## src/rtl/pixel_chunk_packer.sv

```systemverilog
// rtl/pixel_chunk_packer.sv - merges per-pixel colour writes into 8-pixel, 128-bit byte-enabled DDR chunks
module pixel_chunk_packer #(
    parameter int HRES          = 320,
    parameter int VRES          = 180,
    parameter int FLUSH_TIMEOUT = 16
) (
    input  logic         clk_in,
    input  logic         rst_in,
    input  logic         valid_in,
    input  logic [26:0]  addr_in,
    input  logic [15:0]  data_in,
    input  logic         strobe_in,
    output logic         ready_out,
    input  logic         flush_in,
    output logic         valid_out,
    input  logic         ready_in,
    output logic [26:0]  addr_out,
    output logic [127:0] data_out,
    output logic [15:0]  strobe_out,
    output logic         last_out,
    output logic         idle_out
);

    localparam int          DEPTH       = HRES * VRES;
    localparam int          CHUNK_DEPTH = DEPTH / 8;
    localparam int          TW          = $clog2(FLUSH_TIMEOUT);
    localparam logic [26:0] DEPTH_W     = 27'(DEPTH);
    localparam logic [23:0] LAST_CHUNK  = 24'(CHUNK_DEPTH - 1);
    localparam logic [TW-1:0] TMO_MAX   = TW'(FLUSH_TIMEOUT - 1);

    logic [23:0]   acc_chunk;
    logic [127:0]  acc_data;
    logic [15:0]   acc_strb;
    logic          acc_active;
    logic [TW-1:0] tmo_cnt;

    logic          out_valid;
    logic [23:0]   out_chunk;
    logic [127:0]  out_data;
    logic [15:0]   out_strb;
    logic          out_last;

    logic          slot_free;
    logic          accept;
    logic          in_range;
    logic          same_chunk;
    logic          tmo_hit;
    logic          beat_move;
    logic          idle_move;
    logic          load_out;
    logic [23:0]   beat_chunk;
    logic [2:0]    beat_lane;
    logic [127:0]  merge_data;
    logic [15:0]   merge_strb;

    always_comb begin
        slot_free  = !out_valid || ready_in;
        ready_out  = slot_free && !flush_in;
        accept     = valid_in && ready_out;
        in_range   = addr_in < DEPTH_W;
        beat_chunk = addr_in[26:3];
        beat_lane  = addr_in[2:0];
        same_chunk = acc_active && (beat_chunk == acc_chunk);
        tmo_hit    = tmo_cnt == TMO_MAX;
        beat_move  = accept && in_range && acc_active && !same_chunk;
        // Timeout and flush only close the accumulator when no beat is arriving.
        idle_move  = !accept && acc_active && slot_free && (flush_in || tmo_hit);
        // Chunks with no lane written are discarded rather than emitted.
        load_out   = (beat_move || idle_move) && (acc_strb != 16'h0000);
    end

    always_comb begin
        merge_data = same_chunk ? acc_data : '0;
        merge_strb = same_chunk ? acc_strb : '0;
        if (strobe_in) begin
            merge_data[{beat_lane, 4'b0000} +: 16] = data_in;
            merge_strb[{beat_lane, 1'b0} +: 2]     = 2'b11;
        end
    end

    always_ff @(posedge clk_in or posedge rst_in) begin
        if (rst_in) begin
            acc_chunk  <= '0;
            acc_data   <= '0;
            acc_strb   <= '0;
            acc_active <= 1'b0;
            tmo_cnt    <= '0;
        end else if (accept && in_range) begin
            acc_chunk  <= beat_chunk;
            acc_data   <= merge_data;
            acc_strb   <= merge_strb;
            acc_active <= 1'b1;
            tmo_cnt    <= '0;
        end else if (accept) begin
            tmo_cnt    <= '0;
        end else if (idle_move) begin
            acc_data   <= '0;
            acc_strb   <= '0;
            acc_active <= 1'b0;
            tmo_cnt    <= '0;
        end else if (acc_active && !tmo_hit) begin
            tmo_cnt    <= tmo_cnt + 1'b1;
        end
    end

    always_ff @(posedge clk_in or posedge rst_in) begin
        if (rst_in) begin
            out_valid <= 1'b0;
            out_chunk <= '0;
            out_data  <= '0;
            out_strb  <= '0;
            out_last  <= 1'b0;
        end else if (load_out) begin
            out_valid <= 1'b1;
            out_chunk <= acc_chunk;
            out_data  <= acc_data;
            out_strb  <= acc_strb;
            out_last  <= acc_chunk == LAST_CHUNK;
        end else if (ready_in) begin
            out_valid <= 1'b0;
        end
    end

    assign valid_out  = out_valid;
    assign addr_out   = {3'b000, out_chunk};
    assign data_out   = out_data;
    assign strobe_out = out_strb;
    assign last_out   = out_last;
    assign idle_out   = !acc_active && !out_valid;

endmodule
```

## config.mk

```make
export PLATFORM = sky130hd
export DESIGN_NAME = pixel_chunk_packer
export DESIGN_NICKNAME = d
export VERILOG_FILES = /design/src/rtl/pixel_chunk_packer.sv
export SDC_FILE = /design/constraint.sdc
export NUM_CORES = 1
export LEC_CHECK = 0
export ABC_AREA = 1
export CORE_MARGIN = 8
export CORE_UTILIZATION = 50
export DETAILED_ROUTE_END_ITERATION = 8
export GPL_TIMING_DRIVEN = 0
export PLACE_DENSITY = 0.81
export SYNTH_ARGS = -nofsm -noshare
export SYNTH_HDL_FRONTEND = slang
export SYNTH_SLANG_ARGS = --single-unit
```

## constraint.sdc

```tcl
create_clock -name clk_in -period 12.1 [get_ports clk_in]
set_clock_uncertainty 0.1 [all_clocks]
set_input_delay 2.42 -clock clk_in [delete_from_list [all_inputs] [get_ports clk_in]]
set_output_delay 2.42 -clock clk_in [all_outputs]
set_load 0.05 [all_outputs]
```

==> parameters.txt, run 1 <==
Parameter                              Value

Synth
  Ys flop type    sky130_fd_sc_hd__dfrtp_1
  Area of the mapped netlist    16200 µm²
  Share of Yosys cell area claimed by the top area cell type    0.531
  Synthesized-area fraction occupied by xor and xnor cells    0.00217
  Number of library cell types mapped by synthesis    34
  Complex-gate fraction of the synthesized area    0.0658
  Synth Area in Adders    0.00232
  Main combinational cell family by area after synthesis    simple AND/OR/NAND/NOR gates
  Sequential area share after synthesis    0.531
  Biggest area contributors in the synthesized netlist    sky130_fd_sc_hd__dfrtp_1 53%, sky130_fd_sc_hd__nand2_1 22%, sky130_fd_sc_hd__nand3_1 7.0%
  Most frequently used cell type in the post-synthesis netlist    sky130_fd_sc_hd__nand2_1
  Multiplexer fraction of the synthesized cell area    0
  Cell count after synthesis    2122
  Average instance area after synthesis    7.62 µm²
  Dominant cell type by area after synthesis    sky130_fd_sc_hd__dfrtp_1
  Yosys warning count    0
  Async SR Flop Fraction    1.00
  Register bit count reported by yosys    343
  Share of synthesized cell area in and, or, nand and nor gates    0.325
  Post-synth EDFFs    0
  Commonest cells post-synth    929 x sky130_fd_sc_hd__nand2_1, 343 x sky130_fd_sc_hd__dfrtp_1, 225 x sky130_fd_sc_hd__nand3_1

Floorplan
  FP Rows    66
  Die footprint    38400 µm²
  Number of top-level pins    224
  Y dimension of the die    196 µm
  Initial core utilization    0.502
  Core area    32200 µm²
  Chip width    196 µm

Detailed routing
  Count of nets left with antenna violations after detail routing    0
  Number of DRC violations after detailed-routing iteration 0    1456
  Drt total wl    52500 µm
  Vias per std cell    5.43
  Total iterations of the first detailed-routing run    6
  Via count    15300
  Detailed-route wire length per cell    18.6 µm
  DR DRC count    0

Layout
  Area of the multi-input gates    6400 µm²
  FF/Latch Area    8580 µm²
  Layout cells sized above 1    0.0540
  # fillers    2830
  Area growth, synth to finish    24.3%
  Layout Utilization    0.624
  Nets@finish    2437

Critical path
  Critical path class    input pin to primary output
  Endpoint type of the worst setup path    primary output
  Largest stage delay on the critical path    820 ps
  Worst Setup Start Kind    input pin
  R2R Path End    data_out[72]$_DFFE_PP0P_
  WP data required    9580 ps
  Reg-to-reg setup timing slack    9200 ps
  Worst Path Arrival    3860 ps
  Bufs and invs on worst path    3
  Cell with the biggest individual delay on the critical path    sky130_fd_sc_hd__clkdlybuf4s50_1
  Category of cells accounting for the largest share of critical-path delay    buffers and inverters
  Crit-path cells    clkdlybuf4s50_1 -> inv_1 -> a21oi_1 -> clkdlybuf4s50_1
  CP most frequent cell    sky130_fd_sc_hd__clkdlybuf4s50_1
  Worst-path maximum fanout    2
  Launch instance of the worst register-to-register path    acc_chunk[3]$_DFFE_PP0P_
  Number of cell instances on the worst register-to-register path    13

Clock tree
  Total CTS buffers    37
  Number of buffers added for setup after CTS    0
  Clock insertion delay at the later pin of the skew report    510 ps
  Worst-case clock buffer depth    3
  Clock tree from TritonCTS    yes
  Total of cells resized after clock tree synthesis    0
  CTS Root Cell    sky130_fd_sc_hd__clkbuf_16
  Clk slew on worst S/H paths    50 ps
  Total clock sinks    343
  Deepest level of the CTS H-tree    2
  CTS Hold Buffers Added    0

Global route
  Largest net degree at the start of global routing    126
  Initial antenna violation count    1
  Sum of overflow across all layers after global routing    0
  All-Layer GR Usage    0.269
  Vias in the first global route    15100
  First-pass GRT wire length    82700 µm

Power and ir drop
  Standby leakage power    10.4 nW
  Overall power consumption    2.39 mW
  Power per cell area    119 nW/µm²
  Worst ir drop on vdd    0.0000974 V

STA
  Headroom to the max-slew limit    0.416
  Maximum clock frequency    157 MHz
  Sum Neg Setup Slack    0 ps
  Final Hold Violating Endpoints    0
  Setup violations, final    0
  Final period utilization    0.527
  Least-Margin Pin Slew    876 ps
  Post-route setup slack    5720 ps
  Setup repair after global routing missed its margin    false
  Max-slew violation total from the final report    0
  Worst Hold Slack    366 ps
  Post-layout min period    6380 ps

Run status
  Outcome    complete, no violations

Placement
  HPWL after detailed placement    38700 µm
  RePlAce Congestion    0.983
  Placement Setup Slack    5720 ps
  Count of buffers inserted at the top-level ports    220

Hold path
  Hold WC Path Type    flop to flop
  Hold wc startpoint    strobe_out[6]$_DFFE_PP0P_
  Worst min-delay path endpoint    strobe_out[6]$_DFFE_PP0P_
  Hold Path Stages    2

Flow run
  Reported max-cap violation count    0
-- worst reg2reg max path, stage by stage, from the launching register on --
cell	delay [ps]
sky130_fd_sc_hd__dfrtp_1	430
sky130_fd_sc_hd__nand2_1	160
sky130_fd_sc_hd__nand2_1	60
sky130_fd_sc_hd__nor2_1	100
sky130_fd_sc_hd__nand2_1	60
sky130_fd_sc_hd__nor2_1	150
sky130_fd_sc_hd__nand3_2	330
sky130_fd_sc_hd__nand2_1	180
sky130_fd_sc_hd__nand2_2	240
sky130_fd_sc_hd__nand2_2	390
sky130_fd_sc_hd__buf_6	280
sky130_fd_sc_hd__buf_4	220
sky130_fd_sc_hd__nand2_1	70
sky130_fd_sc_hd__nand2_1	60
-- where the power goes --
group / total [mW] / switching [mW] / internal [mW]
Clock: 1.09 / 0.452 / 0.636
Combinational: 0.152 / 0.113 / 0.0392
Sequential: 1.15 / 0.00391 / 1.15
-- logic make-up (layout without fill, tap and decap cells) --
family / Yosys count / after routing
AO/OA/AOI/OAI: 193 / 193
XOR/XNOR: 4 / 4
adder cells (fa/ha/maj): 3 / 3
buffers and inverters: 292 / 576
flip-flops: 343 / 343
other: 1 / 4
AND/OR/NAND/NOR: 1286 / 1286
-- sequential cells by signal, indices dropped and copies added, names as in the netlist --
signal / flops
strobe_out: 16
tmo_cnt: 4
out_chunk: 24
last_out: 1
acc_active: 1
valid_out: 1
acc_strb: 16
acc_chunk: 24
data_out: 128
acc_data: 128
-- worst max path at each step --
stage	startpoint	to	slack [ps]	cells past startpoint
after floorplan	rst_in	acc_active$_DFFE_PP0P_	70	1
after global placement	rst_in	data_out[112]$_DFFE_PP0P_	-3960	2
after detailed placement	ready_in	ready_out	5720	4
after CTS	ready_in	ready_out	5710	4
after global routing	ready_in	ready_out	5680	4
final	ready_in	ready_out	5720	4
-- layer usage --
metal  vias up  part of all wire  track usage
met5         -                 0            0
met2       661              0.46        0.437
met1      7259              0.41        0.352
met4         0             0.041        0.108
met3       143             0.085       0.0523
li1       7225                 -            -
-- layout make-up --
type / instances / area share
flip-flops and latches: 343 / 0.427
multi-input cells: 1489 / 0.319
repair buffers: 222 / 0.112
clock buffers: 52 / 0.0514
inverters: 168 / 0.0318
plain buffers: 124 / 0.0280
well taps: 408 / 0.0254
clock inverters: 10 / 0.00529
diodes: 1 / 0.000125
-- layout by cell type, fill, tap and decap left out, drive strengths merged, types with 23 or more instances in the layout --
master / synthesis / final
a21oi: 61 / 61
buf: 50 / 52
clkbuf: 74 / 126
clkdlybuf4s50: 0 / 220
dfrtp: 343 / 343
inv: 166 / 166
nand2: 932 / 932
nand3: 227 / 227
nor2: 77 / 77
o21ai: 78 / 78
o21bai: 23 / 23
o22ai: 28 / 28
-- through the flow --
stage               cell area [µm²]  cells
global route                  20100   2817
CTS                           20100   2816
global placement              18900   2752
finish                        20100   2817
detailed placement            19000   2754
floorplan                     16200   2124
(Power assumes the default switching activity.)
==> run 2: changes to the inputs <==
- CORE_UTILIZATION: 50 -> 55
- PLACE_DENSITY: 0.81 -> 0.84
- clock period: 12.1 -> 6.5 ns (I/O delays scaled with it)
==> parameters.txt, run 2 (synthesis gave the netlist of run 1 again) <==
Parameter                              Value

Run status
  Outcome    complete, no violations

Critical path
  Worst Setup Start Kind    input pin
  R2R Path End    data_out[83]$_DFFE_PP0P_
  Launch instance of the worst register-to-register path    acc_chunk[17]$_DFFE_PP0P_
  WP data required    6810 ps (-2770 ps)
  Worst-path maximum fanout    10 (+8)
  Reg-to-reg setup timing slack    3590 ps (-5610 ps)
  Cell with the biggest individual delay on the critical path    sky130_fd_sc_hd__clkdlybuf4s50_1
  Largest stage delay on the critical path    540 ps (-280 ps)
  Crit-path cells    clkdlybuf4s50_1 -> inv_2 -> clkbuf_1 -> ha_1 -> ha_1 -> inv_1 -> nand2_1 -> nor2_1 -> inv_1 -> nor3_2 -> clkbuf_1 -> a21oi_1 -> nand2_1 -> nand2_1
  Number of cell instances on the worst register-to-register path    14 (+1)
  Critical path class    input pin to flop
  Worst Path Arrival    4480 ps (+620 ps)
  CP most frequent cell    sky130_fd_sc_hd__nand2_1
  Endpoint type of the worst setup path    flop

Floorplan
  FP Rows    62 (-6.1%)
  Y dimension of the die    187 µm (-4.3%)
  Number of top-level pins    224 (unchanged)
  Core area    28900 µm² (-10%)
  Chip width    187 µm (-4.3%)
  Die footprint    35100 µm² (-8.4%)
  Initial core utilization    0.560 (+0.0583)

Power and ir drop
  Overall power consumption    4.55 mW (+90%)
  Power per cell area    225 nW/µm² (+89%)
  Standby leakage power    10.5 nW (+0.88%)
  Worst ir drop on vdd    0.000190 V (+95%)

Layout
  Most frequent cells in the layout    929 x sky130_fd_sc_hd__nand2_1, 343 x sky130_fd_sc_hd__dfrtp_1, 225 x sky130_fd_sc_hd__nand3_1
  Area growth, synth to finish    25.2%
  Layout cells sized above 1    0.0580 (+0.00401)
  Nets@finish    2444 (+0.29%)
  Number of non-filler instances in the completed layout    2798 (-0.67%)
  Most common cell after layout, fill and taps aside    sky130_fd_sc_hd__nand2_1
  Antenna fix cells    0 (-1)
  # fillers    2316 (-18%)

Global route
  Sum of overflow across all layers after global routing    0 (unchanged)
  Vias in the first global route    15500 (+2.4%)
  Initial antenna violation count    1 (unchanged)
  First-pass GRT wire length    84200 µm (+1.8%)
  Largest net degree at the start of global routing    45 (-64%)
  All-Layer GR Usage    0.297 (+0.0275)

Detailed routing
  Via count    15600 (+1.9%)
  Drt total wl    52500 µm (about the same)
  Count of nets left with antenna violations after detail routing    0 (unchanged)
  Total iterations of the first detailed-routing run    6 (unchanged)
  Number of DRC violations after detailed-routing iteration 0    1589 (+9.1%)
  Vias per std cell    5.57 (+2.6%)
  Met3 wire len    4730 µm (+5.8%)
  Highest routing layer actually used    met5
  DR DRC count    0 (unchanged)
  Detailed-route wire length per cell    18.8 µm (+0.71%)
  Wl on met1    21000 µm (-3.0%)
  Amount of wire on met2 after detailed routing    24500 µm (+1.1%)

STA
  Headroom to the max-slew limit    0.323 (-0.0925)
  Final Hold Violating Endpoints    0 (unchanged)
  Least-Margin Pin Slew    1010 ps (+139 ps)
  Sum Neg Setup Slack    0 ps (unchanged)
  Setup repair after global routing missed its margin    false
  Post-layout min period    4170 ps
  Maximum clock frequency    240 MHz
  Setup violations, final    0 (unchanged)
  Max-slew violation total from the final report    0 (unchanged)
  Final period utilization    0.641

Clock tree
  Number of buffers added for setup after CTS    0 (unchanged)
  Total CTS buffers    37 (unchanged)
  Clock insertion delay at the later pin of the skew report    520 ps (about the same)
  CTS Root Cell    sky130_fd_sc_hd__clkbuf_16
  Clk slew on worst S/H paths    50 ps (about the same)
  Deepest level of the CTS H-tree    2 (unchanged)
  Total of cells resized after clock tree synthesis    0 (unchanged)
  Worst-case clock buffer depth    3 (unchanged)
  Clock tree from TritonCTS    yes
  CTS Hold Buffers Added    0 (unchanged)
  Total clock sinks    343 (unchanged)

Hold path
  Hold WC Path Type    flop to flop
  Worst min-delay path endpoint    data_out[9]$_DFFE_PP0P_
  Hold wc startpoint    data_out[9]$_DFFE_PP0P_
  Hold Path Stages    2 (unchanged)

Placement
  HPWL after detailed placement    39100 µm (+1.2%)
  Post-Place Cells    2737 (-0.62%)
  Count of buffers inserted at the top-level ports    220 (unchanged)
  RePlAce Congestion    0.983 (about the same)

Flow run
  Reported max-cap violation count    0 (unchanged)
## run 2: power breakdown
part / total, mW / internal (mW) / switching, mW
clock: 2.11 / 1.26 / 0.852
combinational: 0.291 / 0.0804 / 0.211
sequential: 2.15 / 2.14 / 0.00712
total: 4.55 / 3.48 / 1.07
## run 2: worst max-delay path, delay by kind of cell
kind / cells / cell delay, ps
adder cells (fa/ha/maj): 2 / 430
buffers and inverters: 6 / 1580
AO/OA/AOI/OAI: 1 / 210
AND/OR/NAND/NOR: 5 / 950
## run 2: metal layers
layer	global-route usage	vias up
met5	0	-
met4	0.124	2
met3	0.0652	159
met2	0.483	753
met1	0.380	7452
li1	-	7219
## run 2: worst max-delay path by stage
| stage | endpoint | depth (start not counted) | startpoint |
|---|---|---|---|
| after detailed placement | acc_data[50]$_DFFE_PP0P_ | 14 | addr_in[0] |
| final | acc_data[50]$_DFFE_PP0P_ | 14 | addr_in[0] |
| after CTS | ready_out | 4 | ready_in |
| after global routing | acc_data[50]$_DFFE_PP0P_ | 14 | addr_in[0] |
| after floorplan | acc_active$_DFFE_PP0P_ | 1 | rst_in |
| after global placement | data_out[113]$_DFFE_PP0P_ | 2 | rst_in |
## run 2: metrics by stage
| stage | utilization | hold WS, ps | setup slack, ps | instance area, µm² |
|---|---|---|---|---|
| 2_1_floorplan | - | 365 | 511 | 16200 |
| 3_3_place_gp | 0.654 | 353 | -1650 | 18900 |
| 3_5_place_dp | 0.660 | 357 | 1930 | 19000 |
| 4_1_cts | 0.702 | 371 | 2360 | 20300 |
| 5_1_grt | 0.702 | 383 | 2210 | 20300 |
| 6_report | 0.702 | 368 | 2330 | 20300 |
## run 2: layout make-up
type,count,area [µm²],share of cell area
inverters,168,634,0.0313
plain buffers,124,563,0.0278
clock inverters,8,97.6,0.00482
repair buffers,229,2380,0.118
clock buffers,53,1110,0.0547
well taps,384,480,0.0237
multi-input cells,1489,6400,0.316
flip-flops and latches,343,8580,0.424
==> run 3: changes to the inputs <==
- CORE_UTILIZATION: 55 -> 50
- PLACE_DENSITY: 0.84 -> 0.81
- clock period: 6.5 -> 3.4 ns (I/O delays scaled with it)
==> parameters.txt, run 3 (synthesis gave the netlist of run 1 again) <==
Parameter                              Value

Detailed routing
  Count of nets left with antenna violations after detail routing    0 (unchanged)
  Via count    15500 (-0.56%)
  Number of DRC violations after detailed-routing iteration 0    1462 (-8.0%)
  Drt total wl    53100 µm (+1.1%)
  Vias per std cell    5.49 (-1.5%)
  Detailed-route wire length per cell    18.8 µm (+0.15%)
  DR DRC count    0 (unchanged)
  Total iterations of the first detailed-routing run    6 (unchanged)

Global route
  Largest net degree at the start of global routing    43 (-4.4%)
  All-Layer GR Usage    0.276 (-0.0206)
  Routing usage on met2    0.450 (-0.0330)
  Global-route met1 utilization    0.357 (-0.0228)
  Sum of overflow across all layers after global routing    0 (unchanged)
  First-pass GRT wire length    84800 µm (+0.77%)
  Vias in the first global route    15500 (+0.38%)
  Met3 global-route usage    0.0543 (-0.0109)
  Initial antenna violation count    2 (+1)
  Highest-utilization routing layer at the global route stage    met2

Critical path
  WP data required    3700 ps (-3110 ps)
  Launch instance of the worst register-to-register path    acc_chunk[16]$_DFFE_PP0P_
  Endpoint type of the worst setup path    flop
  Worst Path Arrival    3630 ps (-850 ps)
  Number of cell instances on the worst register-to-register path    14 (unchanged)
  R2R Path End    data_out[126]$_DFFE_PP0P_
  Critical path class    input pin to flop
  Worst-path maximum fanout    10 (unchanged)
  Reg-to-reg setup timing slack    470 ps (-3120 ps)
  First element of the critical path    addr_in[0]
  Endpoint of the most critical setup path    acc_data[73]$_DFFE_PP0P_
  Worst Setup Start Kind    input pin

STA
  Post-layout min period    3330 ps
  Sum Neg Setup Slack    0 ps (unchanged)
  Max-slew violation total from the final report    0 (unchanged)
  Setup violations, final    0 (unchanged)
  Final Hold Violating Endpoints    0 (unchanged)
  Headroom to the max-slew limit    0.349 (+0.0259)
  Final period utilization    0.980
  Least-Margin Pin Slew    976 ps (-38.9 ps)
  Maximum clock frequency    300 MHz
  Setup repair after global routing missed its margin    true

Clock tree
  Clock tree from TritonCTS    yes
  Clock insertion delay at the later pin of the skew report    520 ps (about the same)
  CTS Root Cell    sky130_fd_sc_hd__clkbuf_16
  CTS Hold Buffers Added    0 (unchanged)
  Deepest level of the CTS H-tree    2 (unchanged)
  Total clock sinks    343 (unchanged)
  Clk slew on worst S/H paths    60 ps (about the same)
  Worst-case clock buffer depth    3 (unchanged)
  Total CTS buffers    37 (unchanged)

Run status
  Outcome    complete, no violations

Floorplan
  Initial core utilization    0.502 (-0.0583)
  Y dimension of the die    196 µm (+4.5%)
  FP Rows    66 (+6.5%)
  Die footprint    38400 µm² (+9.1%)
  Number of top-level pins    224 (unchanged)
  Chip width    196 µm (+4.5%)
  Core area    32200 µm² (+12%)

Layout
  Nets@finish    2443 (-0.041%)
  Layout cells sized above 1    0.0658 (+0.00784)
  # fillers    2722 (+18%)
  Layout Utilization    0.633 (-0.0683)
  Most frequent cells in the layout    927 x sky130_fd_sc_hd__nand2_1, 343 x sky130_fd_sc_hd__dfrtp_1, 224 x sky130_fd_sc_hd__nand3_1
  Most common cell after layout, fill and taps aside    sky130_fd_sc_hd__nand2_1
  Area growth, synth to finish    26.2%

Hold path
  Hold wc startpoint    data_out[111]$_DFFE_PP0P_
  Hold WC Path Type    flop to flop

Flow run
  Reported max-cap violation count    0 (unchanged)

Power and ir drop
  Worst ir drop on vdd    0.000320 V (+69%)
  Standby leakage power    10.6 nW (+0.40%)
  Power per cell area    434 nW/µm² (+93%)
  Overall power consumption    8.86 mW (+95%)

Placement
  Count of buffers inserted at the top-level ports    220 (unchanged)
  HPWL after detailed placement    39700 µm (+1.5%)
  RePlAce Congestion    0.956 (-2.7%)
==> run 3: cell types whose count changed in the layout (fill, tap and decap cells not counted), moves of 3 or more <==
cell and change:
sky130_fd_sc_hd__inv_2 +3, sky130_fd_sc_hd__clkbuf_2 +4, sky130_fd_sc_hd__nor3_4 +4, sky130_fd_sc_hd__nor3_2 -4, sky130_fd_sc_hd__nor2_1 -3, sky130_fd_sc_hd__bufinv_16 +3
sky130_fd_sc_hd__clkbuf_1 -9, sky130_fd_sc_hd__buf_4 +3, sky130_fd_sc_hd__inv_1 -3
==> run 3: worst min path at each step <==
stage	endpoint	slack [ps]	depth (start not counted)
finish	data_out[111]$_DFFE_PP0P_	370	2
CTS	strobe_out[7]$_DFFE_PP0P_	370	2
global route	data_out[1]$_DFFE_PP0P_	380	2
floorplan	acc_strb[0]$_DFFE_PP0P_	360	2
detailed placement	data_out[111]$_DFFE_PP0P_	360	2
global placement	out_chunk[21]$_DFFE_PP0P_	350	2
==> run 3: final cells by class <==
type,instances,area [µm²],area share
multi-input cells,1489,6450,0.316
flip-flops and latches,343,8580,0.421
clock buffers,52,1060,0.0521
plain buffers,120,554,0.0272
repair buffers,232,2420,0.119
diodes,1,2.50,0.000123
clock inverters,11,185,0.00908
well taps,408,510,0.0250
inverters,168,636,0.0312
==> run 3: metal layers <==
layer	wire [µm]	part of all wire
met1	21700	0.41
met4	2250	0.042
met2	24600	0.46
met5	8	0.00015
met3	4510	0.085
==> run 3: worst max-delay path, cell delays in order <==
cell and delay (ps):
sky130_fd_sc_hd__clkdlybuf4s50_1 570, sky130_fd_sc_hd__inv_2 60, sky130_fd_sc_hd__clkbuf_1 230, sky130_fd_sc_hd__ha_1 280, sky130_fd_sc_hd__ha_1 510, sky130_fd_sc_hd__nand4_1 180, sky130_fd_sc_hd__nor2_1 290, sky130_fd_sc_hd__clkbuf_1 500
sky130_fd_sc_hd__a21oi_1 190, sky130_fd_sc_hd__nand2_1 110, sky130_fd_sc_hd__nand2_1 50
==> run 3: power breakdown <==
group / internal, mW / total [mW] / switching (mW) / leakage, nW
Sequential: 4.09 / 4.11 / 0.0127 / 4.74
Clock: 2.55 / 4.18 / 1.63 / 0.608
Combinational: 0.160 / 0.570 / 0.411 / 5.22
==> run 3: timing repair <==
action | 4_1_cts | 5_1_grt
endpoints found under the hold margin | 0 | 0
setup buffers | 0 | 3
gates cloned | 0 | 0
resized for setup | 4 | 26
endpoints found under the setup margin | 5 | 81
pin swaps | 0 | 2
==> run 3: stage by stage <==
step                      instances  hold slack [ps]  area (µm²)  worst slack [ps]
after floorplan                2124              365       16200             -1970
after global placement         2752              353       18900             -4230
after detailed placement       2761              357       19100              -589
after CTS                      2824              372       20400              42.1
after global routing           2824              383       20400             -52.2
final                          2824              366       20400              67.4
